## src/rtl/sprite_anim_seq_pkg.sv

```systemverilog
// Shared types and key/direction encodings for the sprite animation sequencer.
// Death-sequence support is selected by the ANIM_DEATH_EN macro in the RTL that imports this.
package sprite_anim_pkg;

  typedef enum logic [2:0] {
    IDLE  = 3'd0,
    START = 3'd1,
    RUN   = 3'd2,
    HOLD  = 3'd3,
    DEATH = 3'd4
  } anim_state_t;

  localparam logic [7:0] KEY_A = 8'h04;
  localparam logic [7:0] KEY_D = 8'h07;
  localparam logic [7:0] KEY_S = 8'h16;
  localparam logic [7:0] KEY_W = 8'h1A;

  localparam logic [1:0] DIR_A = 2'b00;
  localparam logic [1:0] DIR_D = 2'b01;
  localparam logic [1:0] DIR_S = 2'b10;
  localparam logic [1:0] DIR_W = 2'b11;

  function automatic logic key_is_move(input logic [7:0] k);
    return (k == KEY_A) || (k == KEY_D) || (k == KEY_S) || (k == KEY_W);
  endfunction

  function automatic logic [1:0] key_to_dir(input logic [7:0] k);
    logic [1:0] d;
    case (k)
      KEY_D:   d = DIR_D;
      KEY_S:   d = DIR_S;
      KEY_W:   d = DIR_W;
      default: d = DIR_A;
    endcase
    return d;
  endfunction

endpackage

```

## src/rtl/sprite_anim_seq_if.sv

```systemverilog
// Control/status bundle between the game logic and the sprite animation sequencer.
// frame_idx width grows to cover the death frames when ANIM_DEATH_EN is defined.
interface sprite_anim_if #(
  parameter int NUM_FRAMES   = 4,
  parameter int DEATH_FRAMES = 8
);
`ifdef ANIM_DEATH_EN
  localparam bit DEATH_EN = 1'b1;
`else
  localparam bit DEATH_EN = 1'b0;
`endif
  localparam int FRAME_W = $clog2(NUM_FRAMES + (DEATH_EN ? DEATH_FRAMES : 0));

  logic               frame_clk;
  logic               playon;
  logic [7:0]         keycode;
  logic               pingpong;
  logic               die;
  logic [FRAME_W-1:0] frame_idx;
  logic [1:0]         move_dir;
  logic               step;
  logic               death_done;

  modport master (
    output frame_clk, playon, keycode, pingpong, die,
    input  frame_idx, move_dir, step, death_done
  );

  modport slave (
    input  frame_clk, playon, keycode, pingpong, die,
    output frame_idx, move_dir, step, death_done
  );
endinterface

```

## src/rtl/sprite_anim_seq_frame_tick.sv

```systemverilog
// Synchronises the vsync-rate frame_clk level, edge-detects it and divides the
// resulting ticks down to a one-Clk animation step pulse.
module frame_tick_gen #(
  parameter int TICKS_PER_STEP = 8
) (
  input  logic Clk,
  input  logic Reset_n,
  input  logic frame_clk,
  input  logic playon,
  output logic step
);
  localparam int CNT_W = (TICKS_PER_STEP > 1) ? $clog2(TICKS_PER_STEP) : 1;
  localparam logic [CNT_W-1:0] CNT_LAST = CNT_W'(TICKS_PER_STEP - 1);

  logic [2:0]       sync_q;
  logic             frame_tick;
  logic [CNT_W-1:0] div_q;

  // sync_q[1] is the synchronised level, sync_q[2] its previous value
  assign frame_tick = sync_q[1] & ~sync_q[2];

  always_ff @(posedge Clk or negedge Reset_n) begin
    if (!Reset_n) begin
      sync_q <= '0;
      div_q  <= '0;
      step   <= 1'b0;
    end else begin
      sync_q <= {sync_q[1:0], frame_clk};
      if (!playon) begin
        div_q <= '0;
        step  <= 1'b0;
      end else begin
        step <= frame_tick && (div_q == CNT_LAST);
        if (frame_tick)
          div_q <= (div_q == CNT_LAST) ? '0 : div_q + CNT_W'(1);
      end
    end
  end
endmodule

```

## src/rtl/sprite_anim_seq.sv

```systemverilog
// Sprite animation sequencer: steps the sprite ROM frame select while a move key is held.
// Define ANIM_DEATH_EN to add the DEATH state and the death_done status.
//
// state | meaning
// IDLE  | game not running, frame 0
// START | start pose, frame 1, waits one step
// RUN   | advancing one frame per step while a move key is held
// HOLD  | no key at last step, frame frozen
// DEATH | playing death frames, then holding the last one
module sprite_anim_seq
  import sprite_anim_pkg::*;
#(
  parameter int NUM_FRAMES     = 4,
  parameter int TICKS_PER_STEP = 8,
  parameter int DEATH_FRAMES   = 8
) (
  input  logic          Clk,
  input  logic          Reset_n,
  sprite_anim_if.slave  bus
);
`ifdef ANIM_DEATH_EN
  localparam bit DEATH_EN = 1'b1;
`else
  localparam bit DEATH_EN = 1'b0;
`endif
  localparam int FRAME_W = $clog2(NUM_FRAMES + (DEATH_EN ? DEATH_FRAMES : 0));
  localparam logic [FRAME_W-1:0] F_ONE  = FRAME_W'(1);
  localparam logic [FRAME_W-1:0] F_LAST = FRAME_W'(NUM_FRAMES - 1);

  localparam logic [2:0] S_IDLE  = IDLE;
  localparam logic [2:0] S_START = START;
  localparam logic [2:0] S_RUN   = RUN;
  localparam logic [2:0] S_HOLD  = HOLD;
  localparam logic [2:0] S_DEATH = DEATH;

  logic [2:0]         state;
  logic [FRAME_W-1:0] frame;
  logic [FRAME_W-1:0] nxt_frame;
  logic               dir_up;
  logic               nxt_up;
  logic               step;
  logic               key_hit;
  logic               die_go;
  logic               done_q;

  frame_tick_gen #(.TICKS_PER_STEP(TICKS_PER_STEP)) u_tick (
    .Clk       (Clk),
    .Reset_n   (Reset_n),
    .frame_clk (bus.frame_clk),
    .playon    (bus.playon),
    .step      (step)
  );

  assign key_hit = key_is_move(bus.keycode);

`ifdef ANIM_DEATH_EN
  localparam logic [FRAME_W-1:0] D_FIRST = FRAME_W'(NUM_FRAMES);
  localparam logic [FRAME_W-1:0] D_LAST  = FRAME_W'(NUM_FRAMES + DEATH_FRAMES - 1);
  assign die_go = bus.die;
`else
  logic unused_die;
  assign unused_die = bus.die;
  assign die_go     = 1'b0;
`endif

  // Loop mode re-arms the up flag so a later switch to ping-pong climbs first
  always_comb begin
    nxt_frame = frame;
    nxt_up    = dir_up;
    if (!bus.pingpong) begin
      nxt_up    = 1'b1;
      nxt_frame = (frame >= F_LAST) ? F_ONE : frame + F_ONE;
    end else if (dir_up) begin
      if (frame >= F_LAST) begin
        nxt_frame = frame - F_ONE;
        nxt_up    = 1'b0;
      end else begin
        nxt_frame = frame + F_ONE;
      end
    end else begin
      if (frame <= F_ONE) begin
        nxt_frame = frame + F_ONE;
        nxt_up    = 1'b1;
      end else begin
        nxt_frame = frame - F_ONE;
      end
    end
  end

  always_ff @(posedge Clk or negedge Reset_n) begin
    if (!Reset_n) begin
      state        <= S_IDLE;
      frame        <= '0;
      dir_up       <= 1'b1;
      done_q       <= 1'b0;
      bus.move_dir <= DIR_A;
    end else begin
      if (key_hit)
        bus.move_dir <= key_to_dir(bus.keycode);
      if (!bus.playon) begin
        state  <= S_IDLE;
        frame  <= '0;
        dir_up <= 1'b1;
        done_q <= 1'b0;
      end else begin
        case (state)
          S_IDLE: begin
            state  <= S_START;
            frame  <= F_ONE;
            dir_up <= 1'b1;
          end
          S_START, S_RUN, S_HOLD: begin
`ifdef ANIM_DEATH_EN
            if (die_go) begin
              state <= S_DEATH;
              frame <= D_FIRST;
            end else
`endif
            if (step) begin
              if (state == S_START) begin
                state <= S_RUN;
              end else if (key_hit) begin
                state  <= S_RUN;
                frame  <= nxt_frame;
                dir_up <= nxt_up;
              end else begin
                state <= S_HOLD;
              end
            end
          end
`ifdef ANIM_DEATH_EN
          S_DEATH: begin
            if (step && !done_q) begin
              frame <= frame + F_ONE;
              if (frame == D_LAST - F_ONE)
                done_q <= 1'b1;
            end
          end
`endif
          default: state <= S_IDLE;
        endcase
      end
    end
  end

  assign bus.frame_idx  = frame;
  assign bus.step       = step;
  assign bus.death_done = done_q;
endmodule

```

## src/flat_wrapper.sv

```systemverilog
// flat-port wrapper written by rule: the top's interface ports become plain ports
module sprite_anim_seq_flat import sprite_anim_pkg::*;
#(
  parameter int NUM_FRAMES     = 4,
  parameter int TICKS_PER_STEP = 8,
  parameter int DEATH_FRAMES   = 8
)
  (Clk, Reset_n, bus_frame_clk, bus_playon, bus_keycode, bus_pingpong, bus_die, bus_frame_idx, bus_move_dir, bus_step, bus_death_done);
  sprite_anim_if #(.NUM_FRAMES(NUM_FRAMES), .DEATH_FRAMES(DEATH_FRAMES)) bus_i ();
  input  logic Clk;
  input  logic Reset_n;
  input wire logic [$bits(bus_i.frame_clk)-1:0] bus_frame_clk;
  input wire logic [$bits(bus_i.playon)-1:0] bus_playon;
  input wire logic [$bits(bus_i.keycode)-1:0] bus_keycode;
  input wire logic [$bits(bus_i.pingpong)-1:0] bus_pingpong;
  input wire logic [$bits(bus_i.die)-1:0] bus_die;
  output wire logic [$bits(bus_i.frame_idx)-1:0] bus_frame_idx;
  output wire logic [$bits(bus_i.move_dir)-1:0] bus_move_dir;
  output wire logic [$bits(bus_i.step)-1:0] bus_step;
  output wire logic [$bits(bus_i.death_done)-1:0] bus_death_done;
  assign bus_i.frame_clk = bus_frame_clk;
  assign bus_i.playon = bus_playon;
  assign bus_i.keycode = bus_keycode;
  assign bus_i.pingpong = bus_pingpong;
  assign bus_i.die = bus_die;
  assign bus_frame_idx = bus_i.frame_idx;
  assign bus_move_dir = bus_i.move_dir;
  assign bus_step = bus_i.step;
  assign bus_death_done = bus_i.death_done;
  sprite_anim_seq #(.NUM_FRAMES(NUM_FRAMES), .TICKS_PER_STEP(TICKS_PER_STEP), .DEATH_FRAMES(DEATH_FRAMES)) u_core (.Clk(Clk), .Reset_n(Reset_n), .bus(bus_i));
endmodule
```

## config.mk

```make
export PLATFORM = sky130hd
export DESIGN_NAME = sprite_anim_seq_flat
export DESIGN_NICKNAME = d
export VERILOG_FILES = /design/src/rtl/sprite_anim_seq_pkg.sv /design/src/rtl/sprite_anim_seq_if.sv /design/src/rtl/sprite_anim_seq_frame_tick.sv /design/src/rtl/sprite_anim_seq.sv /design/src/flat_wrapper.sv
export SDC_FILE = /design/constraint.sdc
export NUM_CORES = 1
export LEC_CHECK = 0
export BUFFER_PORTS_ARGS = -buffer_cell sky130_fd_sc_hd__buf_2
export CAP_MARGIN = 25
export CORE_AREA = 2 2 49 51
export CTS_CLUSTER_SIZE = 40
export DETAILED_ROUTE_END_ITERATION = 8
export DIE_AREA = 0 0 51 53
export GPL_ROUTABILITY_DRIVEN = 1
export GPL_TIMING_DRIVEN = 0
export PLACE_DENSITY = 0.63
export SLEW_MARGIN = 20
export SYNTH_ARGS = -nofsm -noshare
export SYNTH_HDL_FRONTEND = slang
export SYNTH_SLANG_ARGS = --single-unit
export TNS_END_PERCENT = 100
```

## constraint.sdc

```tcl
create_clock -name Clk -period 2.3 [get_ports Clk]
set_input_delay 0.46 -clock Clk [delete_from_list [all_inputs] [get_ports Clk]]
set_output_delay 0.46 -clock Clk [all_outputs]
set_load 0.01 [all_outputs]
```

==> impl_metrics.tcl <==
set metrics [dict create \
    wire_per_inst_um 10.1 \
    ys.flop_type "dfrtp_1" \
    pin_count 20 \
    grt_pass1_wl_mm 2.33 \
    clkTransAtPathRegs_ns 0.07 \
    core_um2 2150 \
    setup_ws_ns 0.196 \
    syn_area_um2 811 \
    grt-ovfl-total 0 \
    cp.arrival_ns 2.26 \
    startpoint_type "input pin" \
    clkSinkCount 14 \
    setup_violations 0 \
    rr_endpoint "u_core.bus.frame_idx[0]" \
    synth.yosys.warnings 0 \
    clock_latency_ns 0.27 \
    cts_buffers 3 \
    drc 0 \
    path_max_fanout 7 \
    status "finished clean" \
    postLayoutCellArea_um2 967 \
    synth_seq_cells 14 \
    syn2layout_area_growth_pct 19.3 \
    cts_root_buffer "clkbuf_4" \
    syn_inst 81 \
    irDropWorstVdd_v 0.000415 \
    finalWirelength_mm 1.31 \
    clockBufferDepth 2 \
    antenna_cells 0 \
    hold_viol 0 \
    max_cap_viol_count 0 \
    fin_crit_ns 2.10 \
    synthMuxAreaShare_pct 3.70 \
    pre_cts_slack_ns -0.103 \
    required_ns 2.46 \
    dpl.hpwl_mm 1.08 \
    start_util_pct 37.7 \
    antenna_found_initial 0 \
    synth.net_count 101 \
    ctsResizeCount 0 \
    hold_buffers 0 \
    grt_pass1_vias 582 \
    report.final.slew_viol_count 0 \
    r2r_cells 5 \
    max_freq_ghz 0.475 \
    cts_tree "done" \
    post-route-util_pct 45.0 \
    rrSetupSlack_ns 0.51 \
    synth.most_common_cell "dfrtp_1" \
    dieArea_um2 2700 \
    end_kind "flop" \
    ant_nets 0 \
    ys_async_sr_fraction_pct 100 \
    drive_gt1_share_pct 27.5 \
    synth_compound_area_share_pct 14.7 \
    synth-xor-area-share_pct 2.16 \
    whs_ns 0.0647 \
    synth_top_area_share_pct 40.1 \
    crit_type "in2reg" \
    grt_max_degree 15 \
    synth_edf_count 0 \
    yosysTopAreaCell "dfrtp_1" \
    p_leak_nw 0.449 \
    gp_congestion 0.758 \
    drtPass1Iterations 4 \
    vias_per_cell 4.91 \
    final.setup.tns_ns 0 \
    syn-mean-instance-area_um2 10.0 \
    num_vias 638 \
    port_buffers 17 \
    grtUsageTotal_pct 11.3 \
    die_y_um 53 \
    nNetsFinal 123 \
    p_total_uw 515 \
    synth_cell_types 35 \
    yosysSeqAreaShare_pct 43.4 \
    placed_area_um2 931 \
    dp.cells 126 \
    rsz0062_at_grt "false" \
    synthSimpleGateAreaFrac_pct 21.5 \
    hold_class "in2async" \
    instances_no_fill 130 \
    fill_cells 217 \
    rows 17 \
    htreeDepth 1 \
    synth_top_family_by_area "simple AND/OR/NAND/NOR gates" \
    die_x_um 51 \
    finalCritPeriodShare_pct 91.5 \
    drt_iter0_drc 8 \
    cts_setup_buffers 0 \
    fin_skew_ns 0.000489 \
    worstReg2RegStart "u_core.u_tick.step" \
    synth_adder_area_share_pct 9.26 \
    synth_area_leaders "dfrtp_1 (40%), ha_1 (9.3%), nor2b_1 (3.9%)" \
    synthTopCellsByCount "dfrtp_1 (13), nor2_1 (7), ha_1 (6)" \
    power.density_nw_per_um2 533 \
]
area by class of cell:
cell class | count | area [µm²] | area share (%)
buffer | 4 | 21.3 | 2.20
timing repair buffer | 17 | 85.1 | 8.80
sequential | 14 | 352 | 36.4
inverter | 5 | 18.8 | 1.94
clock buffer | 4 | 36.3 | 3.75
tap | 28 | 35.0 | 3.62
multi-input combinational | 58 | 419 | 43.3
critical path, stage by stage:
cell      delay (ns)
buf_2           0.09
or3_1           0.35
buf_2           0.16
or4b_1          0.51
clkbuf_1        0.18
a2111o_1        0.38
o311a_1         0.12
sequential cells by signal, summed over array words and instances (netlist names):
name                  cells
u_core.u_tick.sync_q      3
u_core.u_tick.step        1
u_core.u_tick.div_q       3
u_core.dir_up             1
u_core.state              2
u_core.bus.frame_idx      2
u_core.bus.move_dir       2
power breakdown:
group | internal (mW) | switching [mW] | leakage, nW | total, mW
registers | 0.262 | 0.00951 | 0.174 | 0.271
clock network | 0.0961 | 0.0690 | 0.0210 | 0.165
logic | 0.0380 | 0.0408 | 0.254 | 0.0788
total | 0.396 | 0.119 | 0.449 | 0.515
worst max-delay path by stage:
stage                               from                 endpoint  depth (start not counted)
after floorplan           bus_keycode[5]  u_core.bus.frame_idx[0]                          6
after global placement    bus_keycode[5]  u_core.bus.frame_idx[0]                          7
after detailed placement  bus_keycode[5]  u_core.bus.frame_idx[0]                          7
after CTS                 bus_keycode[5]  u_core.bus.frame_idx[0]                          7
after global routing      bus_keycode[5]  u_core.bus.frame_idx[0]                          7
final                     bus_keycode[5]  u_core.bus.frame_idx[0]                          7
cell families after synthesis:
logic type               Yosys count
flip-flops                        14
multiplexers                       3
buffers and inverters              9
AND/OR/NAND/NOR                   31
other                              1
XOR/XNOR                           2
AO/OA/AOI/OAI                     15
adder cells (fa/ha/maj)            6
cells in the final DEF (no fill, tap or decap), types with 2 or more instances in the layout:
| cell | synthesis | final |
|---|---|---|
| buf_2 | 2 | 19 |
| dfrtp_1 | 13 | 13 |
| nor2_1 | 7 | 7 |
| ha_1 | 6 | 6 |
| inv_1 | 5 | 5 |
| nor3_1 | 5 | 5 |
| nor2b_1 | 5 | 5 |
| nand2_1 | 4 | 4 |
| mux2i_1 | 3 | 3 |
| a21oi_1 | 3 | 3 |
| clkbuf_4 | 0 | 3 |
| nand2b_1 | 2 | 2 |
| or4b_1 | 2 | 2 |
| a211oi_1 | 2 | 2 |
metal layers:
layer  track usage (%)  part of all wire, %  vias to the layer above
met4              4.05                  1.4                        0
li1                  -                    -                      326
met5                 0                    0                        -
met3              1.69                  4.9                        2
met2              18.4                   43                       16
met1              15.3                   50                      294
Note: power is estimated with default switching activity, not from simulation.
